===== config.mk =====
export PLATFORM = sky130hd
export DESIGN_NAME = issue_pair_sched_flat
export DESIGN_NICKNAME = d
export VERILOG_FILES = /design/src/rtl/issue_pair_sched_if.sv /design/src/rtl/issue_pair_sched.sv /design/src/flat_wrapper.sv
export SDC_FILE = /design/constraint.sdc
export NUM_CORES = 1
export LEC_CHECK = 0
export CAP_MARGIN = 20
export CORE_MARGIN = 8
export CORE_UTILIZATION = 30
export DETAILED_ROUTE_END_ITERATION = 10
export HOLD_SLACK_MARGIN = 0.1
export PLACE_DENSITY = 0.89
export SYNTH_ARGS = -nofsm -noshare
export SYNTH_HDL_FRONTEND = slang
export SYNTH_SLANG_ARGS = --single-unit

===== constraint.sdc =====
create_clock -name clk -period 2.2 [get_ports clk]
set_input_delay 0.22 -clock clk [delete_from_list [all_inputs] [get_ports clk]]
set_output_delay 0.22 -clock clk [all_outputs]
set_load 0.01 [all_outputs]

===== src/rtl/issue_pair_sched_if.sv =====
// Decoder/pipeline <-> dual-issue scheduler bundle.
// master = ID/EX side driving hazard inputs, slave = scheduler.
interface issue_pair_sched_if #(
  parameter int REG_W = 5
);
  logic             id_valid;
  logic [REG_W-1:0] id0_rs1;
  logic [REG_W-1:0] id0_rs2;
  logic [REG_W-1:0] id1_rs1;
  logic [REG_W-1:0] id1_rs2;
  logic [REG_W-1:0] id0_rd;
  logic [REG_W-1:0] id1_rd;
  logic             id0_we;
  logic             id1_we;
  logic             id0_mem;
  logic             id1_mem;
  logic             id0_md;
  logic             id1_md;
  logic             id0_br;
  logic             id_fence;
  logic             mem_idle;
  logic             idex_load;
  logic [REG_W-1:0] idex_load_rd;
  logic             ex_stall;
  logic             br_flush;
  logic             slot0_load;
  logic             slot1_load;
  logic             slot0_kill;
  logic             slot1_kill;
  logic             id_stall;
  logic             split_active;

  modport master (
    output id_valid, id0_rs1, id0_rs2,
    output id1_rs1, id1_rs2, id0_rd, id1_rd,
    output id0_we, id1_we, id0_mem, id1_mem,
    output id0_md, id1_md, id0_br, id_fence,
    output mem_idle, idex_load, idex_load_rd,
    output ex_stall, br_flush,
    input  slot0_load, slot1_load,
    input  slot0_kill, slot1_kill,
    input  id_stall, split_active
  );

  modport slave (
    input  id_valid, id0_rs1, id0_rs2,
    input  id1_rs1, id1_rs2, id0_rd, id1_rd,
    input  id0_we, id1_we, id0_mem, id1_mem,
    input  id0_md, id1_md, id0_br, id_fence,
    input  mem_idle, idex_load, idex_load_rd,
    input  ex_stall, br_flush,
    output slot0_load, slot1_load,
    output slot0_kill, slot1_kill,
    output id_stall, split_active
  );
endinterface


===== src/rtl/issue_pair_sched.sv =====
// Dual-issue pair/split/bubble/flush scheduler for ID/EX slots.
// Define ISSUE_STATS_EN to build the split/load-use/fence counters.
module issue_pair_sched #(
  parameter int REG_W = 5,
  parameter int CNT_W = 32
) (
  input  logic             clk,
  input  logic             rst_n,
  issue_pair_sched_if.slave ip,
  output logic [CNT_W-1:0] stat_split,
  output logic [CNT_W-1:0] stat_lu,
  output logic [CNT_W-1:0] stat_fence
);

  typedef enum logic [1:0] {
    PAIR       = 2'd0,
    SPLIT      = 2'd1,
    FENCE_WAIT = 2'd2
  } state_e;

  localparam logic [REG_W-1:0] R0 = '0;

  state_e state_q;
  state_e state_d;

  logic lrd_nz;
  logic lu_id0;
  logic lu_id1;
  logic raw;
  logic waw;
  logic res;
  logic need_split;
  logic ev_split;
  logic ev_lu;
  logic ev_fence;

  always_comb begin
    lrd_nz = ip.idex_load &
             (ip.idex_load_rd != R0);
    lu_id0 = lrd_nz &
             ((ip.idex_load_rd == ip.id0_rs1) |
              (ip.idex_load_rd == ip.id0_rs2));
    lu_id1 = lrd_nz &
             ((ip.idex_load_rd == ip.id1_rs1) |
              (ip.idex_load_rd == ip.id1_rs2));
    raw = ip.id0_we & (ip.id0_rd != R0) &
          ((ip.id0_rd == ip.id1_rs1) |
           (ip.id0_rd == ip.id1_rs2));
    waw = ip.id0_we & ip.id1_we &
          (ip.id0_rd == ip.id1_rd) &
          (ip.id0_rd != R0);
    res = (ip.id0_mem & ip.id1_mem) |
          (ip.id0_md & ip.id1_md);
    need_split = raw | waw | res | ip.id0_br;
  end

  always_comb begin
    state_d         = state_q;
    ip.slot0_load   = 1'b0;
    ip.slot1_load   = 1'b0;
    ip.slot0_kill   = 1'b0;
    ip.slot1_kill   = 1'b0;
    ip.id_stall     = 1'b0;
    ip.split_active = (state_q == SPLIT);
    ev_split        = 1'b0;
    ev_lu           = 1'b0;
    ev_fence        = 1'b0;
    // ordered: earlier arms override later ones
    priority case (1'b1)
      ip.br_flush: begin
        ip.slot0_kill = 1'b1;
        ip.slot1_kill = 1'b1;
        state_d       = PAIR;
      end
      ip.ex_stall: begin
        ip.id_stall = 1'b1;
      end
      (state_q == FENCE_WAIT): begin
        ip.slot0_kill = 1'b1;
        ip.slot1_kill = 1'b1;
        ip.id_stall   = 1'b1;
        ev_fence      = 1'b1;
        if (ip.mem_idle) state_d = PAIR;
      end
      (state_q == SPLIT) && lu_id1: begin
        ip.slot0_kill = 1'b1;
        ip.slot1_kill = 1'b1;
        ip.id_stall   = 1'b1;
        ev_lu         = 1'b1;
      end
      (state_q == SPLIT): begin
        ip.slot1_load = 1'b1;
        ip.slot0_kill = 1'b1;
        state_d       = PAIR;
      end
      !ip.id_valid: begin
        ip.slot0_kill = 1'b1;
        ip.slot1_kill = 1'b1;
      end
      ip.id_fence && !ip.mem_idle: begin
        ip.slot0_kill = 1'b1;
        ip.slot1_kill = 1'b1;
        ip.id_stall   = 1'b1;
        state_d       = FENCE_WAIT;
      end
      lu_id0 || lu_id1: begin
        ip.slot0_kill = 1'b1;
        ip.slot1_kill = 1'b1;
        ip.id_stall   = 1'b1;
        ev_lu         = 1'b1;
      end
      need_split: begin
        ip.slot0_load = 1'b1;
        ip.slot1_kill = 1'b1;
        ip.id_stall   = 1'b1;
        ev_split      = 1'b1;
        state_d       = SPLIT;
      end
      default: begin
        ip.slot0_load = 1'b1;
        ip.slot1_load = 1'b1;
      end
    endcase
  end

  always_ff @(posedge clk or negedge rst_n) begin
    if (!rst_n) state_q <= PAIR;
    else        state_q <= state_d;
  end

`ifdef ISSUE_STATS_EN
  logic [CNT_W-1:0] split_cnt_q, split_cnt_d;
  logic [CNT_W-1:0] lu_cnt_q,    lu_cnt_d;
  logic [CNT_W-1:0] fence_cnt_q, fence_cnt_d;

  // events are already suppressed under ex_stall
  always_comb begin
    split_cnt_d = split_cnt_q + CNT_W'(ev_split);
    lu_cnt_d    = lu_cnt_q    + CNT_W'(ev_lu);
    fence_cnt_d = fence_cnt_q + CNT_W'(ev_fence);
  end

  always_ff @(posedge clk or negedge rst_n) begin
    if (!rst_n) begin
      split_cnt_q <= '0;
      lu_cnt_q    <= '0;
      fence_cnt_q <= '0;
    end else begin
      split_cnt_q <= split_cnt_d;
      lu_cnt_q    <= lu_cnt_d;
      fence_cnt_q <= fence_cnt_d;
    end
  end

  assign stat_split = split_cnt_q;
  assign stat_lu    = lu_cnt_q;
  assign stat_fence = fence_cnt_q;
`else
  logic unused_ev;
  assign unused_ev  = ^{ev_split, ev_lu, ev_fence};
  assign stat_split = '0;
  assign stat_lu    = '0;
  assign stat_fence = '0;
`endif

endmodule


===== src/flat_wrapper.sv =====
// flat-port wrapper written by rule: the top's interface ports become plain ports
module issue_pair_sched_flat 
#(
  parameter int REG_W = 5,
  parameter int CNT_W = 32
)
  (clk, rst_n, stat_split, stat_lu, stat_fence, ip_id_valid, ip_id0_rs1, ip_id0_rs2, ip_id1_rs1, ip_id1_rs2, ip_id0_rd, ip_id1_rd, ip_id0_we, ip_id1_we, ip_id0_mem, ip_id1_mem, ip_id0_md, ip_id1_md, ip_id0_br, ip_id_fence, ip_mem_idle, ip_idex_load, ip_idex_load_rd, ip_ex_stall, ip_br_flush, ip_slot0_load, ip_slot1_load, ip_slot0_kill, ip_slot1_kill, ip_id_stall, ip_split_active);
  issue_pair_sched_if #(.REG_W(REG_W)) ip_i ();
  input  logic clk;
  input  logic rst_n;
  output logic [CNT_W-1:0] stat_split;
  output logic [CNT_W-1:0] stat_lu;
  output logic [CNT_W-1:0] stat_fence;
  input wire logic [$bits(ip_i.id_valid)-1:0] ip_id_valid;
  input wire logic [$bits(ip_i.id0_rs1)-1:0] ip_id0_rs1;
  input wire logic [$bits(ip_i.id0_rs2)-1:0] ip_id0_rs2;
  input wire logic [$bits(ip_i.id1_rs1)-1:0] ip_id1_rs1;
  input wire logic [$bits(ip_i.id1_rs2)-1:0] ip_id1_rs2;
  input wire logic [$bits(ip_i.id0_rd)-1:0] ip_id0_rd;
  input wire logic [$bits(ip_i.id1_rd)-1:0] ip_id1_rd;
  input wire logic [$bits(ip_i.id0_we)-1:0] ip_id0_we;
  input wire logic [$bits(ip_i.id1_we)-1:0] ip_id1_we;
  input wire logic [$bits(ip_i.id0_mem)-1:0] ip_id0_mem;
  input wire logic [$bits(ip_i.id1_mem)-1:0] ip_id1_mem;
  input wire logic [$bits(ip_i.id0_md)-1:0] ip_id0_md;
  input wire logic [$bits(ip_i.id1_md)-1:0] ip_id1_md;
  input wire logic [$bits(ip_i.id0_br)-1:0] ip_id0_br;
  input wire logic [$bits(ip_i.id_fence)-1:0] ip_id_fence;
  input wire logic [$bits(ip_i.mem_idle)-1:0] ip_mem_idle;
  input wire logic [$bits(ip_i.idex_load)-1:0] ip_idex_load;
  input wire logic [$bits(ip_i.idex_load_rd)-1:0] ip_idex_load_rd;
  input wire logic [$bits(ip_i.ex_stall)-1:0] ip_ex_stall;
  input wire logic [$bits(ip_i.br_flush)-1:0] ip_br_flush;
  output wire logic [$bits(ip_i.slot0_load)-1:0] ip_slot0_load;
  output wire logic [$bits(ip_i.slot1_load)-1:0] ip_slot1_load;
  output wire logic [$bits(ip_i.slot0_kill)-1:0] ip_slot0_kill;
  output wire logic [$bits(ip_i.slot1_kill)-1:0] ip_slot1_kill;
  output wire logic [$bits(ip_i.id_stall)-1:0] ip_id_stall;
  output wire logic [$bits(ip_i.split_active)-1:0] ip_split_active;
  assign ip_i.id_valid = ip_id_valid;
  assign ip_i.id0_rs1 = ip_id0_rs1;
  assign ip_i.id0_rs2 = ip_id0_rs2;
  assign ip_i.id1_rs1 = ip_id1_rs1;
  assign ip_i.id1_rs2 = ip_id1_rs2;
  assign ip_i.id0_rd = ip_id0_rd;
  assign ip_i.id1_rd = ip_id1_rd;
  assign ip_i.id0_we = ip_id0_we;
  assign ip_i.id1_we = ip_id1_we;
  assign ip_i.id0_mem = ip_id0_mem;
  assign ip_i.id1_mem = ip_id1_mem;
  assign ip_i.id0_md = ip_id0_md;
  assign ip_i.id1_md = ip_id1_md;
  assign ip_i.id0_br = ip_id0_br;
  assign ip_i.id_fence = ip_id_fence;
  assign ip_i.mem_idle = ip_mem_idle;
  assign ip_i.idex_load = ip_idex_load;
  assign ip_i.idex_load_rd = ip_idex_load_rd;
  assign ip_i.ex_stall = ip_ex_stall;
  assign ip_i.br_flush = ip_br_flush;
  assign ip_slot0_load = ip_i.slot0_load;
  assign ip_slot1_load = ip_i.slot1_load;
  assign ip_slot0_kill = ip_i.slot0_kill;
  assign ip_slot1_kill = ip_i.slot1_kill;
  assign ip_id_stall = ip_i.id_stall;
  assign ip_split_active = ip_i.split_active;
  issue_pair_sched #(.REG_W(REG_W), .CNT_W(CNT_W)) u_core (.clk(clk), .rst_n(rst_n), .ip(ip_i), .stat_split(stat_split), .stat_lu(stat_lu), .stat_fence(stat_fence));
endmodule

After elaboration in Yosys (flattened, before gate mapping)
Cells that the tools add are included.

Reduce and logical (&&, ||, !) cells: 9. Mux-type cells: 50. Bitwise operators: 17. Equal/unequal tests: 13.

Operators by type and width (number): $mux 1 (40); $eq 5x5->1 (7); $mux 2 (10); $reduce_bool 5->1 (3); $and 1x1->1 (10); $or 1x1->1 (7); $reduce_and 6->1 (1); $ne 5x3->1 const B (1); $reduce_bool 4->1 (1); $ne 3x2->1 const B (1); $ne 3x3->1 const B (1); $eq 2x1->1 const B (1); $eq 2x2->1 const B (1); $logic_and 1x1->1 (2); $ne 2x1->1 const B (1); $logic_not 1->1 (1); $logic_or 1x1->1 (1).

Flip-flop bits (word level): 2. Output and inout port bits: 102. Word-level logic and storage cells: 90.

Logic depth before layout (Yosys ltp)
Gate-level depths: netlist of run 1.

Word-level depth: 15. Gate-level depth with buffers: 7.

Worst setup path before layout of run 1
Ideal clock, no wire load.

Path kind: reg-to-reg. Start: register u_core.state_q[1]. End: register u_core.state_q[1]. Clock period less this slack: 2.016 ns. Setup time: 0.126 ns. Arrival time: 1.890 ns. Slack: 0.184 ns. Stages on the path, launching flop included: 8. Cells stage by stage: dfrtp_1 -> inv_1 -> ha_1 -> inv_1 -> or2_2 -> o311a_4 -> o211a_1 -> a311o_1.

Word-level cells in the longest chain between the ends: 6. Elaborated cells on any way between the ends: 14. Those cells by class: 5 x eq/ne; 5 x mux; 4 x reduce/logical.

Ends and longest elaborated chain: start, declared (line issue_pair_sched.sv:23) `state_e state_q;`; start signal, assigned (line issue_pair_sched.sv:128) `else state_q <= state_d;`; $eq 2x1->1 *; net ip_split_active (line flat_wrapper.sv:39) `output wire logic [$bits(ip_i.split_active)-1:0] ip_split_active;`; $mux 2 (5 in series) (line issue_pair_sched.sv:69) `priority case (1'b1)`.

Mark *: on every way through the listed nets, which the timed path passes. The rest lies on a longest branch. The select of a mux whose other input is x is not followed. A chain may end at the register's enable or synchronous reset.

Worst setup path in the final report of run 1
Start: input ip_idex_load_rd[3]. End: output ip_slot1_kill.

Word-level cells in the longest chain between the ends: 12. Elaborated cells on any way between the ends: 20. Those cells by class: 4 x eq/ne; 8 x mux; 5 x bitwise; 3 x reduce/logical.

Ends and longest elaborated chain: start, declared (line flat_wrapper.sv:31) `input wire logic [$bits(ip_i.idex_load_rd)-1:0] ip_idex_load_rd;`; $eq 5x5->1, or another cell as far along (line issue_pair_sched.sv:41) `((ip.idex_load_rd == ip.id0_rs1) |`; $or 1x1->1, or another cell as far along (line issue_pair_sched.sv:41); $and 1x1->1 (on tied branches) (line issue_pair_sched.sv:40, issue_pair_sched.sv:43); $logic_or 1x1->1 (line issue_pair_sched.sv:106) `lu_id0 || lu_id1: begin`; $mux 1 (4 in series) (line issue_pair_sched.sv:69); $mux 1 * (4 in series) (line issue_pair_sched.sv:69); end, declared (line flat_wrapper.sv:37) `output wire logic [$bits(ip_i.slot1_kill)-1:0] ip_slot1_kill;`.

Mark *: on every way between the ends. The rest lies on a longest branch, timed or not.

==> impl_metrics.py, run 1 <==
metrics = {
    "outcome": {
        "status": "finished, final reports clean",
    },
    "timing": {
        "setup_viol": 0,
        "finalHoldViolCount": 0,
        "final_max_slew_viol_count": 0,
        "rsz0062_at_grt": "true",
        "finalClockSkew_ns": 0.00141,
        "fin_crit_sh_pct": 97.5,
        "period_needed_ns": 2.15,
        "max_freq_mhz": 466,
    },
    "routing": {
        "wirelength_um": 4330,
        "vias_per_cell": 3.72,
        "vias": 1295,
        "drtAntennaViolNets": 0,
        "drc_errors": 0,
        "drtIter0Drc": 17,
        "met1_length_um": 1480,
        "drt_pass1_iterations": 3,
        "wl_per_cell_um": 12.5,
        "met3_wirelength_um": 518,
        "wl_met2_um": 2260,
        "routed.top_layer": "met4",
    },
    "cells_and_area": {
        "regMostFlops": "u_core.state_q",
        "layout_common_cells": "conb_1, xor2_1, buf_4, clkdlybuf4s50_1, dlygate4sd2_1",
        "syn2layout_area_growth_pct": 34.8,
        "reg_top3": "u_core.state_q (2)",
        "final_nets": 332,
        "finalInstanceArea_um2": 2080,
        "fin_util_pct": 41.2,
        "stdcell_count": 348,
        "antennaDiodeCount": 0,
        "largest_register_ffs": 2,
        "layout_commonest_cell": "conb_1",
        "drive_gt1_share_pct": 21.9,
        "nFillCells": 534,
    },
    "global_routing": {
        "grt_max_degree": 9,
        "grt_overflow": 0,
        "antenna_found_initial": 0,
        "grt_pass1_wl_um": 6070,
        "grt.total_usage_pct": 9.91,
        "grt_pass1_vias": 1392,
    },
    "critical_path": {
        "worstPathRequired_ns": 1.98,
        "timing.rr.start": "u_core.state_q[1]",
        "r2r_cells": 8,
        "cp_max_fo": 4,
        "startpoint_type": "primary input",
        "r2r_setup_slack_ns": 0.20,
        "path_class": "in -> out",
        "critPathCaptureType": "primary output",
        "worstReg2RegEnd": "u_core.state_q[1]",
        "cp.arrival_ns": 1.93,
    },
    "floorplan": {
        "boundaryPins": 152,
        "die_w_um": 87.7,
        "initial_core_util_pct": 30.5,
        "die_area_um2": 7680,
        "fp-row-count": 26,
        "die_h_um": 87.7,
        "core_um2": 5040,
    },
    "synth": {
        "synth-edff-count": 0,
        "ys_seq_elements": 2,
        "synth_cells": 201,
        "yosys_warnings": 0,
        "yosys.area.top_type": "buf_4",
        "ys_async_sr_fraction_pct": 100,
        "syn_area_um2": 1540,
        "ys_types": 38,
        "synth_ff_type": "dfrtp_1",
        "yosysTopAreaCellShare_pct": 47.8,
        "yosys-top-cells-area": "buf_4, xor2_1, xnor2_1",
        "avgSynthCellArea_um2": 7.66,
        "ys_seq_area_share_pct": 3.25,
    },
    "power_and_ir_drop": {
        "pwr-share-comb_pct": 70.4,
        "vdd_drop_max_uv": 297,
        "power_w": 0.000658,
        "clockPowerShare_pct": 22.6,
        "p_int_w": 0.000378,
        "power_frac_seq_pct": 7.0,
        "p_per_area_nw_per_um2": 317,
        "switchingPower_w": 0.000279,
        "p_sw_share_pct": 42.5,
        "p_leak_nw": 1.08,
    },
    "cts": {
        "cts-root-buf": "clkbuf_8",
        "cts_sinks": 2,
        "cts_max_level": 1,
        "cts_tree": "yes",
        "clkTransAtPathRegs_ns": 0.03,
        "numCtsBuffers": 3,
        "clkLatencyLatePin_ns": 0.21,
        "cts_buffer_depth": 2,
        "hold_buffers": 0,
    },
    "worst_hold_path": {
        "hold_class": "in -> async",
    },
    "placed_design": {
        "dpl_cell_area_um2": 1950,
        "gp_congestion": 0.797,
        "port_buffers": 55,
        "hpwlAfterDp_um": 4000,
        "dp.cells": 344,
    },
    "run": {
        "cap_viol_max_count": 0,
    },
}
-- logic make-up after synthesis --
kind of cell | Yosys count | share of synthesized area [%]
AO/OA/AOI/OAI | 23 | 12.0
AND/OR/NAND/NOR | 31 | 11.9
other | 1 | 0.243
flip-flops | 2 | 3.25
buffers and inverters | 107 | 51.1
adder cells (fa/ha/maj) | 2 | 1.62
XOR/XNOR | 35 | 19.9
-- final cells by class --
class / instances / area, um2 / share of cell area (%)
sequential: 2 / 50.0 / 2.41
tap: 70 / 87.6 / 4.22
timing repair buffer: 81 / 713 / 34.4
multi-input combinational: 187 / 1160 / 56.1
clock buffer: 3 / 41.3 / 1.99
inverter: 5 / 18.8 / 0.904
-- routing by layer --
layer | global-route usage (%) | up-vias
met4 | 4.38 | 0
met2 | 18.9 | 85
li1 | - | 623
met3 | 3.10 | 8
met5 | 0 | -
met1 | 9.43 | 579
-- worst max path at each step --
stage	start	end	slack, ns	cells past startpoint
after floorplan	u_core.state_q[1]	u_core.state_q[1]	0.18	7
after global placement	ip_idex_load_rd[2]	ip_slot1_kill	-0.65	9
after detailed placement	ip_idex_load_rd[2]	ip_slot1_kill	-0.64	9
after CTS	ip_id1_rs1[1]	ip_slot0_kill	0.008	8
after global routing	ip_id1_rd[3]	ip_slot1_kill	-0.03	8
final	ip_idex_load_rd[3]	ip_slot1_kill	0.05	8
-- critical path: stages --
cell and delay (ns):
clkdlybuf4s15_2 0.22, or4_4 0.55, o21ai_4 0.18, or2_4 0.14
o21bai_2 0.07, nor4_1 0.28, o31ai_1 0.10, buf_2 0.15
-- Yosys cell counts, drive strengths merged (2+ instances only) --
cell,count
buf,102
xor2,27
nor3,8
xnor2,8
nor2,7
inv,5
a21oi,4
nor2b,3
o21ai,3
or2,3
a31oi,2
dfrtp,2
ha,2
nand3,2
nor4,2
o31ai,2
or4,2
-- power groups by stage --
stage / clock [W] / sequential, W / combinational, W
after detailed placement: 0 / 0.0000469 / 0.000448
after global placement: 0 / 0.0000466 / 0.000438
after global routing: 0.000160 / 0.0000479 / 0.000507
after floorplan: 0 / 0.0000468 / 0.000364
after CTS: 0.000156 / 0.0000465 / 0.000447
final: 0.000149 / 0.0000463 / 0.000463
-- what timing repair did --
action                     CTS  global route
pin swaps                   16            13
buffers inserted             1             0
resized for setup           62            21
setup endpoints to repair    6             4
-- through the flow --
| step | TNS (ns) | setup slack [ns] | hold slack (ns) |
|---|---|---|---|
| CTS | 0 | 0.00787 | 0.166 |
| global placement | -3.19 | -0.645 | 0.390 |
| finish | 0 | 0.0547 | 0.171 |
| floorplan | 0 | 0.184 | -0.0756 |
| global route | -0.0541 | -0.0282 | 0.173 |
| detailed placement | -3.37 | -0.644 | 0.395 |
Power figures use the tool's default switching activity.
==> run 2: changes to the inputs <==
CORE_UTILIZATION = 27   (was 30)
PLACE_DENSITY = 0.85   (was 0.89)
clock period = 1.8 ns   (was 2.2 ns; I/O delays follow)
==> run 2 against run 1 <==
The flow now finishes with violations (setup timing). Clock power up 21%. Global-route usage rose by 1.2 points. Cell area rose by 15%. Critical path type is now reg -> reg. Critical endpoint is now u_core.state_q[1].
==> impl_metrics.py, run 2 (synthesis results as in run 1) <==
metrics = {
    "routing": {
        "vias": 1421,
        "wl_per_cell_um": 13.8,
        "drc_errors": 0,
        "wirelength_um": 5150,
        "drtAntennaViolNets": 0,
        "drt_pass1_iterations": 4,
        "vias_per_cell": 3.80,
        "drtIter0Drc": 33,
    },
    "floorplan": {
        "core_um2": 5510,
        "initial_core_util_pct": 28.0,
        "fp-row-count": 27,
        "boundaryPins": 152,
        "die_h_um": 91.5,
        "die_area_um2": 8380,
        "die_w_um": 91.5,
    },
    "cts": {
        "numCtsBuffers": 3,
        "cts_buffer_depth": 2,
        "clkTransAtPathRegs_ns": 0.03,
        "cts_max_level": 1,
        "cts_sinks": 2,
        "clkLatencyLatePin_ns": 0.21,
        "cts-root-buf": "clkbuf_8",
        "cts_tree": "yes",
    },
    "power_and_ir_drop": {
        "p_leak_nw": 1.20,
        "p_per_area_nw_per_um2": 400,
        "vdd_drop_max_uv": 628,
    },
    "timing": {
        "rsz0062_at_grt": "true",
        "setup_viol": 7,
        "finalClockSkew_ns": 0.000562,
        "period_needed_ns": 1.94,
        "whs_ns": 0.128,
        "final_max_slew_viol_count": 0,
        "fin_ws_ns": -0.137,
        "fin_crit_sh_pct": 108,
        "finalHoldViolCount": 0,
        "max_freq_mhz": 516,
    },
    "critical_path": {
        "worstPathRequired_ns": 1.89,
        "critPathCaptureType": "register",
        "cp_slowest_cell": "dfrtp_1",
        "cp.arrival_ns": 2.03,
        "path_class": "reg -> reg",
        "max_stage_delay_ns": 0.37,
        "crit_family": "compound AO/OA/AOI/OAI gates",
        "startpoint_type": "register",
        "crit_path_frequent_cell": "inv_2",
        "path_buf_inv": 3,
        "cp_max_fo": 3,
        "cp_cell_sequence": "inv_2 > ha_4 > inv_2 > or2_4 > buf_6 > o311a_4 > o211a_1 > a311o_1",
    },
    "cells_and_area": {
        "layout_commonest_cell": "conb_1",
        "syn2layout_area_growth_pct": 54.5,
        "regMostFlops": "u_core.state_q",
        "drive_gt1_share_pct": 39.1,
        "largest_register_ffs": 2,
        "stdcell_count": 374,
        "nFillCells": 548,
        "final_nets": 356,
        "antennaDiodeCount": 0,
        "layout_common_cells": "conb_1, buf_4, xor2_1, buf_2",
        "reg_top3": "u_core.state_q (2)",
    },
    "global_routing": {
        "antenna_found_initial": 0,
        "grt_pass1_vias": 1582,
        "grt_overflow": 0,
        "grt_max_degree": 9,
        "grt_pass1_wl_um": 7730,
        "grt.total_usage_pct": 11.2,
    },
    "placed_design": {
        "hpwlAfterDp_um": 4100,
        "gp_congestion": 0.801,
        "dp.cells": 350,
        "port_buffers": 55,
    },
    "outcome": {
        "violations": "setup timing",
        "status": "finished, violations left",
    },
    "worst_hold_path": {
        "hold_class": "in -> async",
    },
    "run": {
        "cap_viol_max_count": 0,
    },
}
run 2: changes by cell type in the layout (fill, tap and decap cells not counted), moves of 5 or more:
cell	before	now
buf_2	4	14
dlymetal6s2s_1	6	0
clkdlybuf4s15_1	2	12
xor2_1	26	21
buf_6	2	11
buf_4	25	42
clkdlybuf4s50_1	23	9
xor2_2	1	6
run 2: routing by layer:
metal  global-route usage (%)  share of wire [%]
met4                     3.55                1.2
met1                     10.4                 34
met3                     2.96                9.4
met2                     22.6                 55
met5                        0                  0
run 2: per-stage QoR:
stage               setup slack, ns  setup TNS [ns]  total power (W)  util (%)  instance area (um2)
global placement              -1.03           -5.82         0.000625      36.4                 2000
detailed placement            -1.06           -6.16         0.000638      36.4                 2000
global route                 -0.195           -1.16          0.00102      43.2                 2380
finish                       -0.137          -0.633         0.000952      43.2                 2380
floorplan                   -0.0465         -0.0465         0.000516         -                 1910
CTS                          -0.183          -0.694         0.000922      42.3                 2330
run 2: power breakdown:
part           switching, W  internal [W]
Combinational      0.000353      0.000357
Sequential       0.00000726     0.0000531
Clock             0.0000396      0.000142
run 2: worst paths after layout:
kind | slack (ns) | end | from | depth (start not counted)
max in group asynchronous | 1.56 | u_core.state_q[0] | rst_n | 1
worst max register to register | -0.14 | u_core.state_q[1] | u_core.state_q[1] | 8
min in group clk | 0.66 | u_core.state_q[1] | u_core.state_q[1] | 2
worst max-delay path | -0.14 | u_core.state_q[1] | u_core.state_q[1] | 8
worst min register to register | 0.66 | u_core.state_q[1] | u_core.state_q[1] | 2
worst min-delay path | 0.13 | u_core.state_q[1] | rst_n | 1
run 2: worst register-to-register path, cell delays in order (launching register included):
cell and delay (ns):
dfrtp_1 0.37, inv_2 0.08, ha_4 0.14, inv_2 0.04, or2_4 0.23, buf_6 0.11
o311a_4 0.37, o211a_1 0.20, a311o_1 0.27
run 2: cell type report:
class	instances	area [um2]	area share [%]
clock buffer	3	41.3	1.74
inverter	5	18.8	0.789
multi-input combinational	187	1300	54.8
sequential	2	50.0	2.10
tap	72	90.1	3.79
timing repair buffer	105	876	36.8
run 2: what timing repair did:
action / in CTS / in global routing
pin swaps: 44 / 12
setup endpoints to repair: 7 / 7
gates resized for setup: 169 / 10
hold buffers: 0 / 0
setup buffers: 17 / 4
==> run 3: changes to the inputs <==
CORE_ASPECT_RATIO = 0.9   (was default)
GPL_TIMING_DRIVEN = 0   (was default)
HOLD_SLACK_MARGIN = 0.03   (was 0.1)
==> run 3 against run 2 <==
The flow still finishes with violations (setup timing). Fmax decreased by 0.55%. Clock skew rose by 0.00065 ns. Worst setup slack lost 0.011 ns. Cell area up 16%. Clock power fell by 3%. Critical path type is now in -> out.
==> impl_metrics.py, run 3 (synthesis results as in run 1) <==
metrics = {
    "cells_and_area": {
        "layout_commonest_cell": "buf_4",
        "regMostFlops": "u_core.state_q",
        "syn2layout_area_growth_pct": 79.9,
        "fin_util_pct": 49.5,
        "multi_input_area_um2": 1260,
        "drive_gt1_share_pct": 49.0,
        "final_nets": 419,
        "layout_common_cells": "buf_4, conb_1, xor2_1, buf_2, clkdlybuf4s50_1",
        "nFillCells": 559,
        "reg_top3": "u_core.state_q (2)",
        "antennaDiodeCount": 0,
        "largest_register_ffs": 2,
        "final-seq-area_um2": 50.0,
    },
    "run": {
        "cap_viol_max_count": 0,
    },
    "floorplan": {
        "die_area_um2": 8380,
        "boundaryPins": 152,
        "core_um2": 5600,
        "die_h_um": 87.7,
        "initial_core_util_pct": 27.5,
        "die_w_um": 95.6,
        "fp-row-count": 26,
    },
    "timing": {
        "setup_viol": 6,
        "timing.setup.tns_ns": -0.583,
        "whs_ns": 0.136,
        "final_max_slew_viol_count": 0,
        "finalHoldViolCount": 0,
        "fin_ws_ns": -0.148,
        "rsz0062_at_grt": "true",
        "fin_crit_sh_pct": 108,
        "finalClockSkew_ns": 0.00121,
        "period_needed_ns": 1.95,
        "max_freq_mhz": 513,
    },
    "cts": {
        "clkTransAtPathRegs_ns": 0.03,
        "cts_buffer_depth": 2,
        "numCtsBuffers": 3,
        "cts_tree": "yes",
        "hold_buffers": 0,
        "cts-root-buf": "clkbuf_8",
        "cts_max_level": 1,
        "clkLatencyLatePin_ns": 0.21,
        "cts_sinks": 2,
    },
    "global_routing": {
        "grt_pass1_wl_um": 7400,
        "grt_max_degree": 10,
        "antenna_found_initial": 0,
        "grt_overflow": 0,
        "grt.total_usage_pct": 11.0,
        "grt_pass1_vias": 1520,
    },
    "routing": {
        "vias_per_cell": 3.54,
        "vias": 1538,
        "drtIter0Drc": 21,
        "drtAntennaViolNets": 0,
        "drc_errors": 0,
        "wl_per_cell_um": 12.1,
        "drt_pass1_iterations": 2,
        "wirelength_um": 5250,
    },
    "placed_design": {
        "pre_cts_ws_ns": -1.17,
        "gp_congestion": 0.805,
        "hpwlAfterDp_um": 4530,
        "port_buffers": 49,
    },
    "critical_path": {
        "cp_slowest_cell": "or4_4",
        "cp_cell_sequence": "buf_8 > or4_4 > o21ai_4 > a31oi_4 > buf_4 > o31ai_2 > and3b_1 > buf_2",
        "path_buf_inv": 3,
        "r2r_setup_slack_ns": -0.05,
        "path_class": "in -> out",
        "critPathCaptureType": "primary output",
        "crit_family": "simple AND/OR/NAND/NOR gates",
        "cp.arrival_ns": 1.77,
        "worstPathRequired_ns": 1.62,
        "startpoint_type": "primary input",
        "max_stage_delay_ns": 0.54,
        "cp_max_fo": 4,
    },
    "power_and_ir_drop": {
        "p_leak_nw": 1.54,
        "power_w": 0.000990,
        "vdd_drop_max_uv": 390,
        "p_per_area_nw_per_um2": 357,
    },
    "outcome": {
        "status": "finished, violations left",
        "violations": "setup timing",
    },
    "worst_hold_path": {
        "hold_class": "in -> async",
    },
}
## run 3: changes by cell type in the layout (fill, tap and decap cells not counted), moves of 2 or more
cell	change
xnor2_1	+3
nand3_1	-2
clkdlybuf4s50_1	+3
xor2_1	+4
dlygate4sd2_1	-2
clkbuf_2	+4
xor2_2	-4
buf_4	+71
buf_8	+2
clkdlybuf4s15_1	-7
xnor2_2	-3
nand3_2	+2
buf_6	-7
## run 3: layout make-up
type                            instances  share of cell area, %
Inverter                                5                  0.677
Sequential cell                         2                   1.81
Clock buffer                            3                   1.49
Multi-Input combinational cell        187                   45.6
Buffer                                102                   28.1
Timing Repair Buffer                   66                   19.2
Tap cell                               70                   3.16
## run 3: repair_timing
item,4_1_cts,5_1_grt
cloned,0,0
pin swaps,35,22
buffers inserted,13,4
setup endpoints to repair,7,6
gates resized for setup,123,24
## run 3: worst paths after layout
check	start	endpoint	cells after the start
worst max-delay path	ip_idex_load_rd[2]	ip_slot1_load	8
worst min-delay path	rst_n	u_core.state_q[0]	1
worst max register to register	u_core.state_q[1]	u_core.state_q[1]	7
worst min register to register	u_core.state_q[1]	u_core.state_q[1]	1
max in group asynchronous	rst_n	u_core.state_q[1]	1
min in group clk	ip_br_flush	u_core.state_q[0]	3
## run 3: metal layers
| layer | vias up | part of all wire [%] | global-route usage, % |
|---|---|---|---|
| li1 | 796 | - | - |
| met1 | 671 | 34 | 11.1 |
| met2 | 71 | 55 | 21.9 |
| met3 | 0 | 10 | 3.51 |
| met4 | 0 | 0 | 1.26 |
| met5 | - | 0 | 0 |
## run 3: power breakdown
group          switching (W)  internal, W   total, W  leakage [nW]
clock              0.0000349     0.000141   0.000176        0.0216
combinational       0.000349     0.000404   0.000753          1.49
sequential        0.00000788    0.0000531  0.0000610        0.0262
total               0.000392     0.000598   0.000990          1.54
## run 3: metrics by stage
step	cells	area (um2)
floorplan	296	1910
global placement	415	2490
detailed placement	415	2490
CTS	431	2700
global route	435	2770
finish	435	2770
